<file path="src/rtl/mem_arbiter.sv">
//------------------------------------------------------------------------------
// Module : mem_arbiter
// Brief  : Arbitrates instruction fetch and data accesses onto a single RAM port
//          with retry on ERROR, per-access timeout and a saturating error count.
// Rev    : 1.0  initial release
//------------------------------------------------------------------------------
`default_nettype none

module mem_arbiter #(
    parameter int TIMEOUT_CYC = 255
) (
    input  logic        CLK,
    input  logic        RST,
    input  logic        iREN,
    input  logic [31:0] iaddr,
    input  logic        dREN,
    input  logic        dWEN,
    input  logic [31:0] daddr,
    input  logic [31:0] dstore,
    output logic        ihit,
    output logic [31:0] iload,
    output logic        dhit,
    output logic [31:0] dload,
    output logic        ramREN,
    output logic        ramWEN,
    output logic [31:0] ramaddr,
    output logic [31:0] ramstore,
    input  logic [31:0] ramload,
    input  logic [1:0]  ramstate,
    output logic        timeout,
    output logic [7:0]  err_cnt
);

    localparam logic [1:0] C_RAM_ACCESS = 2'd2;
    localparam logic [1:0] C_RAM_ERROR  = 2'd3;
    localparam logic [7:0] C_WAIT_LAST  = 8'(TIMEOUT_CYC - 1);

    typedef enum logic [2:0] {
        S_IDLE  = 3'd0,
        S_DBUSY = 3'd1,
        S_IBUSY = 3'd2,
        S_DRESP = 3'd3,
        S_IRESP = 3'd4
    } state_t;

    state_t      state_q, state_d;
    logic [31:0] addr_q, addr_d;
    logic [31:0] store_q, store_d;
    logic        wr_q, wr_d;
    logic [7:0]  cnt_q, cnt_d;
    logic [31:0] iload_q, iload_d;
    logic [31:0] dload_q, dload_d;
    logic        timeout_q, timeout_d;
    logic [7:0]  err_q, err_d;

    always_ff @(posedge CLK) begin
        if (RST) begin
            state_q   <= S_IDLE;
            addr_q    <= '0;
            store_q   <= '0;
            wr_q      <= 1'b0;
            cnt_q     <= '0;
            iload_q   <= '0;
            dload_q   <= '0;
            timeout_q <= 1'b0;
            err_q     <= '0;
        end else begin
            state_q   <= state_d;
            addr_q    <= addr_d;
            store_q   <= store_d;
            wr_q      <= wr_d;
            cnt_q     <= cnt_d;
            iload_q   <= iload_d;
            dload_q   <= dload_d;
            timeout_q <= timeout_d;
            err_q     <= err_d;
        end
    end

    always_comb begin
        state_d   = state_q;
        addr_d    = addr_q;
        store_d   = store_q;
        wr_d      = wr_q;
        cnt_d     = cnt_q;
        iload_d   = iload_q;
        dload_d   = dload_q;
        timeout_d = timeout_q;
        err_d     = err_q;
        ramREN    = 1'b0;
        ramWEN    = 1'b0;
        ramaddr   = '0;
        ramstore  = '0;
        ihit      = 1'b0;
        dhit      = 1'b0;

        case (state_q)
            S_IDLE: begin
                // Data side always wins; a pending fetch waits for the next IDLE.
                if (dREN || dWEN) begin
                    addr_d  = daddr;
                    store_d = dWEN ? dstore : '0;
                    wr_d    = dWEN;
                    cnt_d   = '0;
                    state_d = S_DBUSY;
                end else if (iREN) begin
                    addr_d  = iaddr;
                    store_d = '0;
                    wr_d    = 1'b0;
                    cnt_d   = '0;
                    state_d = S_IBUSY;
                end
            end

            S_DBUSY, S_IBUSY: begin
                ramREN   = ~wr_q;
                ramWEN   = wr_q;
                ramaddr  = addr_q;
                ramstore = store_q;
                if (ramstate == C_RAM_ACCESS) begin
                    if (state_q == S_IBUSY) begin
                        iload_d = ramload;
                        state_d = S_IRESP;
                    end else begin
                        if (!wr_q) begin
                            dload_d = ramload;
                        end
                        state_d = S_DRESP;
                    end
                end else if (ramstate == C_RAM_ERROR) begin
                    // Back to IDLE so the still-held request is re-arbitrated.
                    if (err_q != 8'hFF) begin
                        err_d = err_q + 8'd1;
                    end
                    state_d = S_IDLE;
                end else if (cnt_q == C_WAIT_LAST) begin
                    timeout_d = 1'b1;
                    state_d   = S_IDLE;
                end else begin
                    cnt_d = cnt_q + 8'd1;
                end
            end

            S_DRESP: begin
                dhit    = 1'b1;
                state_d = S_IDLE;
            end

            S_IRESP: begin
                ihit    = 1'b1;
                state_d = S_IDLE;
            end

            default: begin
                state_d = S_IDLE;
            end
        endcase
    end

    assign iload   = iload_q;
    assign dload   = dload_q;
    assign timeout = timeout_q;
    assign err_cnt = err_q;

endmodule

`default_nettype wire
</file>
<file path="config.mk">
export PLATFORM = sky130hd
export DESIGN_NAME = mem_arbiter
export DESIGN_NICKNAME = d
export VERILOG_FILES = /design/src/rtl/mem_arbiter.sv
export SDC_FILE = /design/constraint.sdc
export NUM_CORES = 1
export LEC_CHECK = 0
export ABC_AREA = 1
export ABC_CLOCK_PERIOD_IN_PS = 1700
export CAP_MARGIN = 20
export CORE_UTILIZATION = 34
export CTS_BUF_LIST = sky130_fd_sc_hd__clkbuf_4
export CTS_CLUSTER_DIAMETER = 120
export DETAILED_ROUTE_END_ITERATION = 10
export GPL_TIMING_DRIVEN = 1
export PLACE_DENSITY = 0.66
export SYNTH_ARGS = -nofsm -noshare
export SYNTH_HDL_FRONTEND = slang
export SYNTH_SLANG_ARGS = --single-unit
</file>
<file path="constraint.sdc">
create_clock -name CLK -period 1.7 [get_ports CLK]
set_input_delay 0.425 -clock CLK [delete_from_list [all_inputs] [get_ports CLK]]
set_output_delay 0.425 -clock CLK [all_outputs]
set_load 0.01 [all_outputs]
</file>
==> impl_metrics.ini <==
[status]
status = finished, violations left
violations = setup timing

[sta]
hold_viol_final = 0
fmax_ghz = 0.461
slew_headroom_pct = 69.2
grt_setup_unrepaired = true
maxSlewViolCount = 0
fin_crit_sh_pct = 127
worst_hold_slack_ns = 0.198
tightest_slew_ns = 0.463
min_period_ns = 2.17
setup_viol = 70
fin_skew_ns = 0.0198
fin_ws_ns = -0.467

[placement]
portBuffers = 275
dp_hpwl_mm = 15.3
gp_congestion = 0.800
dp_cells = 1456

[cells_and_area]
final_core_utilization_pct = 58.1
final_common_cell = nand2_1
finalNetCount = 1402
drive_gt1_share_pct = 24.3
multi_input_area_mm2 = 0.00346
nFillCells = 1764
fin_cells = 1513
area_growth_pct = 67.8
regArea_mm2 = 0.00300
final_cell_mix = nand2_1, dfxtp_1, clkdlybuf4s50_1, nor2_1, a21oi_1

[grt]
grt_usage_pct = 23.4
grt_start_max_net_pins = 79
antenna_found_initial = 3
grt_overflow = 0
grt_pass1_vias = 6758
grt_pass1_wl_mm = 36.0

[clock_network]
insertion_delay_ns = 0.57
ctsLongestPathBuffers = 2
clkTransAtPathRegs_ns = 0.11
cts_buffers = 17
h-tree-depth = 4
clock_sinks = 149
cts_tree = yes
clockRootBuffer = clkbuf_4
cts_hold_buffers = 0

[synthesis]
synth_area_per_cell_um2 = 6.73
seq_area_frac_synth_pct = 46.0
netlist-cell-type-count = 26
ys_seq_elements = 149
netlist_area_mm2 = 0.00648
yosys_warnings = 0
synth_nets = 1100
syn_inst = 962

[worst_setup_path]
cpMaxStageDelayCell = dfxtp_2
crit_type = flop to primary output
cp.arrival_ns = 1.74
worst-path-max-fanout = 8
cpLargestDelayFamily = buffers and inverters
reg2reg_slack_ns = -0.01
crit_chain = inv_2 -> nand2_4 -> nand3_4 -> buf_12 -> buf_16 -> nor2_1 -> buf_2
cp.required_ns = 1.27
path_buf_inv = 4
cp-end-kind = primary output
slowest_delay_ns = 0.38
start_kind = flop

[drt]
routed-wl-met2_mm = 11.9
avgViaCountPerCell = 4.77
met1Wirelength_mm = 10.0
drt_first_pass_iters = 7
topRoutingLayerUsed = met4
detail_route.wl_per_cell_um = 15.9
first_iter_violations = 390
dr_total_vias = 7216
routed_wirelength_mm = 24.0
drtAntennaViolNets = 0
wl_met3_mm = 1.36
drc = 0

[floorplanning]
io_pins = 276
die-area_mm2 = 0.0196
start_util_pct = 34.6
core_area_mm2 = 0.0187
die_y_um = 140
rows = 50
dieWidth_um = 140

[power_and_ir_drop]
p_comb_share_pct = 33.3
p_per_area_mw_per_mm2 = 862
clockPowerShare_pct = 25.2
seq_power_share_pct = 41.4
p_leak_nw = 4.60
vdd_drop_max_uv = 425
switching_power_mw = 3.12
p_sw_share_pct = 33.3
p_int_mw = 6.25

[worst_hold_path]
hp-class = input pin to flop

[job]
maxCapViolCount = 0
## per-stage QoR
stage	TNS [ns]	worst slack, ns	cell area (um2)	total power [mW]
final	-27.96	-0.467	10900	9.37
after global routing	-36.29	-0.565	10900	9.84
after CTS	-30.90	-0.476	10000	8.93
after detailed placement	-46.51	-0.306	9710	6.25
after global placement	-43.52	-0.296	9710	6.22
after floorplan	0	0.00503	6480	5.08
## synthesized netlist by cell type
| cell type | instances | area, um2 |
|---|---|---|
| a21oi_1 | 111 | 556 |
| nor2_4 | 2 | 22.5 |
| clkbuf_1 | 28 | 105 |
| o21a_1 | 1 | 7.51 |
| o21ai_4 | 1 | 16.3 |
| o21ai_1 | 5 | 25.0 |
| nor2_2 | 3 | 18.8 |
| nand4_1 | 1 | 6.26 |
| dfxtp_1 | 149 | 2980 |
| nor3b_1 | 1 | 7.51 |
| buf_2 | 19 | 95.1 |
| buf_6 | 1 | 11.3 |
| ha_1 | 3 | 37.5 |
| xor2_1 | 2 | 17.5 |
| o21ai_0 | 62 | 310 |
| nand2_1 | 251 | 942 |
| buf_1 | 7 | 26.3 |
| inv_2 | 4 | 15.0 |
| inv_1 | 84 | 315 |
| nand3_2 | 1 | 10.0 |
| buf_4 | 5 | 37.5 |
| nor2_1 | 165 | 619 |
| nand3_1 | 51 | 255 |
| o21bai_1 | 1 | 7.51 |
| clkinv_1 | 1 | 3.75 |
| xnor2_1 | 3 | 26.3 |
## sequential cells by signal, indices dropped and copies added, names as in the netlist
| signal | cells |
|---|---|
| addr_q | 32 |
| state_q | 3 |
| err_cnt | 8 |
| cnt_q | 8 |
| timeout | 1 |
| dload | 32 |
| store_q | 32 |
| iload | 32 |
| wr_q | 1 |
## path summary, 6_finish.rpt
kind / start / cells past startpoint / to
worst max-delay path: state_q[0] / 7 / ramaddr[12]
worst min-delay path: RST / 4 / state_q[1]
worst max register to register: state_q[0] / 11 / store_q[20]
worst min register to register: addr_q[19] / 2 / addr_q[19]
## power by group through the flow
stage	Combinational (mW)	Sequential, mW	Clock (mW)
3_5_place_dp	2.29	3.95	0
5_1_grt	3.36	3.92	2.57
2_1_floorplan	1.11	3.97	0
6_report	3.12	3.88	2.36
3_3_place_gp	2.27	3.94	0
4_1_cts	2.65	3.88	2.40
## cell families (layout without fill, tap and decap cells)
logic type	after synthesis	in the layout	share of synthesized area, %
other	0	3	0
flip-flops	149	149	46.0
AND/OR/NAND/NOR	475	475	29.1
XOR/XNOR	5	5	0.676
adder cells (fa/ha/maj)	3	3	0.580
buffers and inverters	149	463	9.41
AO/OA/AOI/OAI	181	181	14.2
## final cells by class
class	count	area share [%]
antenna	3	0.0691
clock buffer	18	1.24
clock inverter	13	1.45
inverter	89	3.14
multi-input combinational	664	31.8
sequential	149	27.6
tap	234	2.69
timing repair buffer	343	32.0
## layer usage
metal / vias to the layer above / GRT usage [%]
li1: 3624 / -
met1: 3342 / 28.5
met2: 209 / 39.4
met3: 41 / 5.71
met4: 0 / 9.77
met5: - / 0
## worst register-to-register path: cells and delay by family (launching register included)
kind / cells / cell delay (ns)
buf+inv: 5 / 0.60
compound gates: 2 / 0.24
simple gates: 4 / 0.45
flops: 1 / 0.36
## repair_timing
item / CTS / global route
setup endpoints to repair: 141 / 151
pin swaps: 4 / 15
cloned: 6 / 6
setup buffers: 8 / 7
gates resized for setup: 426 / 194
Note: power is estimated with default switching activity, not from simulation.
